--- config.mk ---
export PLATFORM = sky130hd
export DESIGN_NAME = fifo_wr_skid
export DESIGN_NICKNAME = d
export VERILOG_FILES = /design/src/rtl/fifo_wr_skid.sv
export SDC_FILE = /design/constraint.sdc
export NUM_CORES = 2
export LEC_CHECK = 0
export CORE_AREA = 4 4 294 296
export CTS_CLUSTER_SIZE = 24
export DETAILED_ROUTE_END_ITERATION = 7
export DIE_AREA = 0 0 298 300
export GPL_TIMING_DRIVEN = 0
export PLACE_DENSITY = 0.65
export SETUP_SLACK_MARGIN = 0.15
export SYNTH_ARGS = -nofsm -noshare
export SYNTH_HDL_FRONTEND = slang
export SYNTH_SLANG_ARGS = --single-unit
--- constraint.sdc ---
create_clock -name WR_CLK -period 2.05 [get_ports WR_CLK]
set_clock_uncertainty 0.1 [all_clocks]
set_input_delay 0.41 -clock WR_CLK [delete_from_list [all_inputs] [get_ports WR_CLK]]
set_output_delay 0.41 -clock WR_CLK [all_outputs]
set_load 0.005 [all_outputs]
--- src/rtl/fifo_wr_skid.sv ---
// Stream-to-FIFO write front end with a two-entry skid buffer in the write clock domain.
// Latency: a word accepted on edge n is presented with WR_EN=1 in cycle n+1 when WR_FULL=0.
// Backpressure: IN_READY is registered; WR_FULL only stalls the head, E1 absorbs the in-flight word.
module fifo_wr_skid #(
  parameter int DATA_WIDTH = 360,
  parameter int CNT_WIDTH  = 32
) (
  input  logic                  WR_CLK,
  input  logic                  WR_RST,
  input  logic [DATA_WIDTH-1:0] IN_DATA,
  input  logic                  IN_VALID,
  output logic                  IN_READY,
  input  logic                  FLUSH,
  output logic [DATA_WIDTH-1:0] WR_DATA,
  output logic                  WR_EN,
  input  logic                  WR_FULL,
  output logic [1:0]            BUF_CNT,
  output logic [CNT_WIDTH-1:0]  BEAT_CNT
);

  logic [DATA_WIDTH-1:0] r_e0;
  logic [DATA_WIDTH-1:0] r_e1;
  logic [1:0]            r_cnt;
  logic                  r_rdy;
  logic [CNT_WIDTH-1:0]  r_beat;

  logic                  w_accept;
  logic                  w_push;
  logic [1:0]            w_cnt_nxt;
  logic [DATA_WIDTH-1:0] w_e0_nxt;
  logic [DATA_WIDTH-1:0] w_e1_nxt;

  // Handshakes: the write is gated by reset too so nothing leaves during the reset cycle.
  assign w_accept = IN_VALID & r_rdy & ~FLUSH;
  assign w_push   = (r_cnt != 2'd0) & ~WR_FULL & ~FLUSH & ~WR_RST;

  assign WR_EN    = w_push;
  assign WR_DATA  = r_e0;
  assign IN_READY = r_rdy;
  assign BUF_CNT  = r_cnt;
  assign BEAT_CNT = r_beat;

  // Next buffer occupancy and entry contents; E0 always holds the oldest word.
  always_comb begin
    w_cnt_nxt = r_cnt;
    w_e0_nxt  = r_e0;
    w_e1_nxt  = r_e1;
    if (FLUSH) begin
      w_cnt_nxt = 2'd0;
    end else begin
      case (r_cnt)
        2'd0: begin
          if (w_accept) begin
            w_e0_nxt  = IN_DATA;
            w_cnt_nxt = 2'd1;
          end
        end
        2'd1: begin
          if (w_accept && w_push) begin
            w_e0_nxt = IN_DATA;
          end else if (w_accept) begin
            w_e1_nxt  = IN_DATA;
            w_cnt_nxt = 2'd2;
          end else if (w_push) begin
            w_cnt_nxt = 2'd0;
          end
        end
        2'd2: begin
          // IN_READY is low here, so only the head can move.
          if (w_push) begin
            w_e0_nxt  = r_e1;
            w_cnt_nxt = 2'd1;
          end
        end
        default: begin
          w_cnt_nxt = 2'd0;
        end
      endcase
    end
  end

  // State registers; IN_READY looks ahead at the next occupancy so it needs no path from WR_FULL.
  always_ff @(posedge WR_CLK) begin
    if (WR_RST) begin
      r_e0   <= '0;
      r_e1   <= '0;
      r_cnt  <= 2'd0;
      r_rdy  <= 1'b0;
      r_beat <= '0;
    end else begin
      r_e0  <= w_e0_nxt;
      r_e1  <= w_e1_nxt;
      r_cnt <= w_cnt_nxt;
      r_rdy <= (w_cnt_nxt != 2'd2);
      if (w_push) begin
        r_beat <= r_beat + {{(CNT_WIDTH-1){1'b0}}, 1'b1};
      end
    end
  end

endmodule

* Word level (Yosys, flattened, before mapping) *
Cells that the tools add are included.

cells by class
  $add $sub $neg = 1
  equality and inequality tests = 6
  mux-type cells = 11
  bitwise operators = 9
  reductions and logical operators = 6

operators with widths
  kind                                                             number
  360-bit two-way mux                                              3
  360-bit case mux with 3 select lines                             1
  32-bit by 1-bit adder with 32-bit output, second input constant  1
  2-bit two-way mux                                                6
  2-bit inequality test, second input constant                     4
  2-bit case mux with 3 select lines                               1
  1-bit bitwise AND                                                5
  5-bit AND reduction                                              1
  1-bit NOT                                                        4
  4-bit AND reduction                                              1
  3-bit nonzero test                                               1
  2-bit by 1-bit == test with 1-bit output, second input constant  1
  2-bit == test, second input constant                             1
  2-bit logical NOT                                                1
  2-bit nonzero test                                               1
  1-bit logical AND                                                1

storage, ports and cells
  flip-flop bits (word level) = 755
  input port bits = 365
  output and inout bits = 396
  word-level logic and storage cells = 38

* Longest topological paths before layout *
  word-level depth = 10
  mapped depth = 9
  mapped depth without buffers = 6

* Worst setup path after synthesis *
OpenSTA, ideal clock, no wires.

  kind = input-to-reg
  start = input WR_RST
  end = register r_beat[26] (netlist: BEAT_CNT[26])
  setup time = 70 ps
  arrival time = 1,697 ps
  data required time = 1,880 ps
  path slack = 183 ps
  stages on the path = 6
  buffers on the path = 1
  path through = buf_2 > or3b_4 > nor2_1 > nand4_1 > or3_1 > a21oi_1

between the ends
  longest elaborated chain between the ends = 2

ends and longest elaborated chain
  element               line  text
  from (decl)           9     input logic WR_RST,
  1-bit NOT             35    assign w_push = (r_cnt != 2'd0) & ~WR_FULL & ~FLUSH & ~WR_RST;
  1-bit bitwise AND     35
  to (signal assigned)  96    r_beat <= r_beat + {{(CNT_WIDTH-1){1'b0}}, 1'b1};
  to (decl)             25    logic [CNT_WIDTH-1:0] r_beat;

Several ways; a longest one is shown, not always the timed one.
A chain may end at the register's enable or synchronous reset.

* Worst setup path after layout *
  start = register r_cnt[1] (netlist: BUF_CNT[1])
  end = register r_e1[169]

between the ends
  longest elaborated chain between the ends = 7
  elaborated cells on any way between the ends = 8
  those cells by class = eq/ne: 1; bitwise: 4; reduce/logical: 3

ends and longest elaborated chain
  element                                   line  text
  from (decl)                               23    logic [1:0] r_cnt;
  from (signal assigned)                    93    r_cnt <= w_cnt_nxt;
  2-bit nonzero test                        35
  1-bit bitwise AND (3 in series)           35
  1-bit logical AND                         59    if (w_accept && w_push) begin
  1-bit NOT (no source line)                --
  4-bit AND reduction (no source line) (*)  --
  to (signal assigned)                      92    r_e1 <= w_e1_nxt;
  to (decl)                                 22    logic [DATA_WIDTH-1:0] r_e1;

Mark *: on every way between the ends. The rest lies on a longest branch, timed or not.

==> flow_summary.json <==
{
  "totalPowerFinal_uw": 35200,
  "worst_slew_pin_slew_ps": 817,
  "dp.cells": 5197,
  "fin_crit_ps": 2050,
  "grt_pass1_vias": 26100,
  "path_class": "reg2reg",
  "final_util_pct": 53.0,
  "antenna_found_initial": 32,
  "fp.dieH_um": 300,
  "r2r_slack_ps": 1,
  "routedWlPerCell_um": 21.9,
  "area_delta_synth_final_pct": 49.8,
  "syn-cell-area_mm2": 0.0296,
  "crit_family": "simple AND/OR/NAND/NOR gates",
  "htree_levels": 3,
  "die-area_mm2": 0.0894,
  "fmax_mhz": 488,
  "drtIter0Drc": 1355,
  "ys.warnings.count": 0,
  "grt_pass1_wl_um": 167000,
  "std_cell_rows": 106,
  "cts_tree": "built",
  "end_kind": "register",
  "clk_path_buf_depth": 3,
  "syn_area_per_cell_um2": 8.81,
  "slowest_stage": "or3_4",
  "cts-root-buf": "clkbuf_16",
  "syn_nets": 3723,
  "instances_no_fill": 5426,
  "hp-class": "in2reg",
  "worst_slew_margin_rel_pct": 45.5,
  "hold_viol": 0,
  "nets": 4627,
  "die_w_um": 298,
  "timing.critical_path.buf_inv": 3,
  "numPortBuffers": 760,
  "ioPinCount": 761,
  "post_drt_via_cell_ratio": 5.08,
  "synth_ff_type": "dfxtp_1",
  "clock_sinks": 755,
  "cpPeakStageDelay_ps": 430,
  "drt_pass1_iterations": 5,
  "synth-seq-area-share_pct": 51.1,
  "ys_ff_latch": 755,
  "start_util_pct": 35.4,
  "path_cells": "nand4b_1 > or3_4 > buf_12 > bufbuf_16 > buf_6 > nand2_1 > a21oi_1",
  "routed_wl_um": 119000,
  "antenna_left": 0,
  "cts.reportedPaths.clkPinSlew_ps": 60,
  "leakage_uw": 0.0201,
  "final_area_mm2": 0.0443,
  "grt_max_degree": 14,
  "status": "completed",
  "dp_hpwl_um": 86200,
  "routabilityCongestion": 0.861,
  "grt_util_all_layers_pct": 24.2,
  "drv_cap": 0,
  "cp-start-kind": "register",
  "numCtsBuffers": 83,
  "irDropWorstVdd_mv": 0.652,
  "placed_cell_area_mm2": 0.0385,
  "worstPathRequired_ps": 2430,
  "period_share_pct": 99.9,
  "rsz0062_at_grt": "true",
  "finalSetupViolations": 0,
  "crit_fanout": 10,
  "drv_slew": 0,
  "core_area_mm2": 0.0836,
  "drc_errors": 0,
  "grt-ovfl-total": 0,
  "power_density_mw_per_mm2": 794,
  "via_count": 27600,
  "drive_gt1_share_pct": 13.4,
  "nFillCells": 7655,
  "syn_inst": 3357,
  "synth_cell_types": 37,
  "ys_async_sr_fraction_pct": 0,
  "worstSkewPairLatency_ps": 630,
  "arrival_ps": 2430,
  "synth_edf_count": 0
}
[kinds of logic (layout without fill, tap and decap cells)]
kind of cell    after synthesis  after routing  synth area share [%]
compound gates              745            745                  15.7
simple gates               1184           1185                  15.7
buf+inv                     289           1262                  4.49
flops                       755            755                  51.1
mux                         361            361                  12.2
other cells                   0             15                     0
fa+ha+maj                     1              1                0.0423
xor+xnor                     22             22                 0.652
[worst reg2reg max path: stages (launching register included)]
cell and delay (ps):
dfxtp_4 360, nand4b_1 260, or3_4 430, buf_12 170, bufbuf_16 310, buf_6 160, nand2_1 70, a21oi_1 60
[layout make-up]
type	count	area, um^2	share of cell area, %
plain buffers	286	2310	5.22
multi-input cells	2314	13700	31.0
diodes	15	37.5	0.0847
repair buffers	818	8770	19.8
flip-flops and latches	755	15200	34.3
inverters	3	11.3	0.0254
clock inverters	36	482	1.09
well taps	1080	1350	3.05
clock buffers	119	2440	5.52
[synthesized netlist by cell type (all sizes together), types with 3 or more instances]
| master | n | share of area [%] |
|---|---|---|
| a211oi | 360 | 9.1 |
| a21oi | 371 | 6.3 |
| and2 | 3 | 0.063 |
| and3 | 6 | 0.13 |
| and4 | 4 | 0.12 |
| buf | 185 | 3.2 |
| clkbuf | 101 | 1.3 |
| dfxtp | 755 | 51 |
| inv | 3 | 0.038 |
| mux2i | 361 | 12 |
| nand2 | 733 | 9.3 |
| nand3 | 10 | 0.17 |
| nand4 | 16 | 0.36 |
| nor2 | 389 | 5.0 |
| nor3 | 4 | 0.085 |
| nor4 | 3 | 0.11 |
| o21ai | 10 | 0.17 |
| or3 | 10 | 0.21 |
| xnor2 | 4 | 0.12 |
| xor2 | 18 | 0.53 |
[cells in the final DEF (no fill, tap or decap), types with 7 or more instances in the layout]
cell type and instances:
diode_2 15, o21ai_0 10, buf_2 43, nand4_1 15, clkbuf_1 88, clkbuf_8 22, dlygate4sd2_1 88, bufinv_16 7
a21oi_1 365, clkbuf_16 106, xor2_1 18, dlymetal6s2s_1 118, clkdlybuf4s50_1 553, nor2_1 357, nor2_4 13, nor2_2 19
nand2_1 728, or3_1 9, dfxtp_2 41, clkbuf_4 8, clkinv_2 18, nand3_1 10, mux2i_1 357, a211oi_1 299
dfxtp_1 710, a211oi_2 61, buf_12 25, clkbuf_2 13, buf_4 78, buf_6 58, buf_8 19
[final timing paths]
path / from / end / cells after the start
max reg2reg: BUF_CNT[1]$_SDFF_PP0_ / r_e1[169]$_SDFFE_PP0P_ / 7
max: BUF_CNT[1]$_SDFF_PP0_ / r_e1[169]$_SDFFE_PP0P_ / 7
min reg2reg: r_e1[27]$_SDFFE_PP0P_ / r_e1[27]$_SDFFE_PP0P_ / 2
min: IN_DATA[111] / r_e1[111]$_SDFFE_PP0P_ / 3
[timing repair]
item                        CTS  global route
pin swaps                     4            61
gates cloned                  1            25
setup endpoints to repair  1151          1080
gates resized for setup     260           542
buffers inserted              9            24
hold buffers                  0             0
[per-layer routing]
metal	GRT usage, %	wire length [um]	vias up	part of all wire [%]
met2	42.7	58700	865	49
met5	0	196	-	0.16
met4	8.03	3670	30	3.1
met3	8.09	9810	196	8.3
li1	-	-	13400	-
met1	27.7	46500	13100	39
[power breakdown]
part | switching, uW | internal (uW)
Combinational | 1880 | 2130
Sequential | 289 | 15200
Clock | 6400 | 9280
[sequential cells by signal, summed over array words and instances (netlist names)]
register	count
BEAT_CNT	32
BUF_CNT	2
IN_READY	1
WR_DATA	360
r_e1	360
[per-stage QoR]
stage                     worst slack [ps]  TNS [ps]  hold slack, ps
after floorplan                        183         0             336
after global placement               -1810   -969090             340
after detailed placement             -1350   -813810             346
after CTS                            -55.5     -4290             202
after global routing                 -86.5     -5160             226
final                                 1.36         0             250
Note: power is estimated with default switching activity, not from simulation.
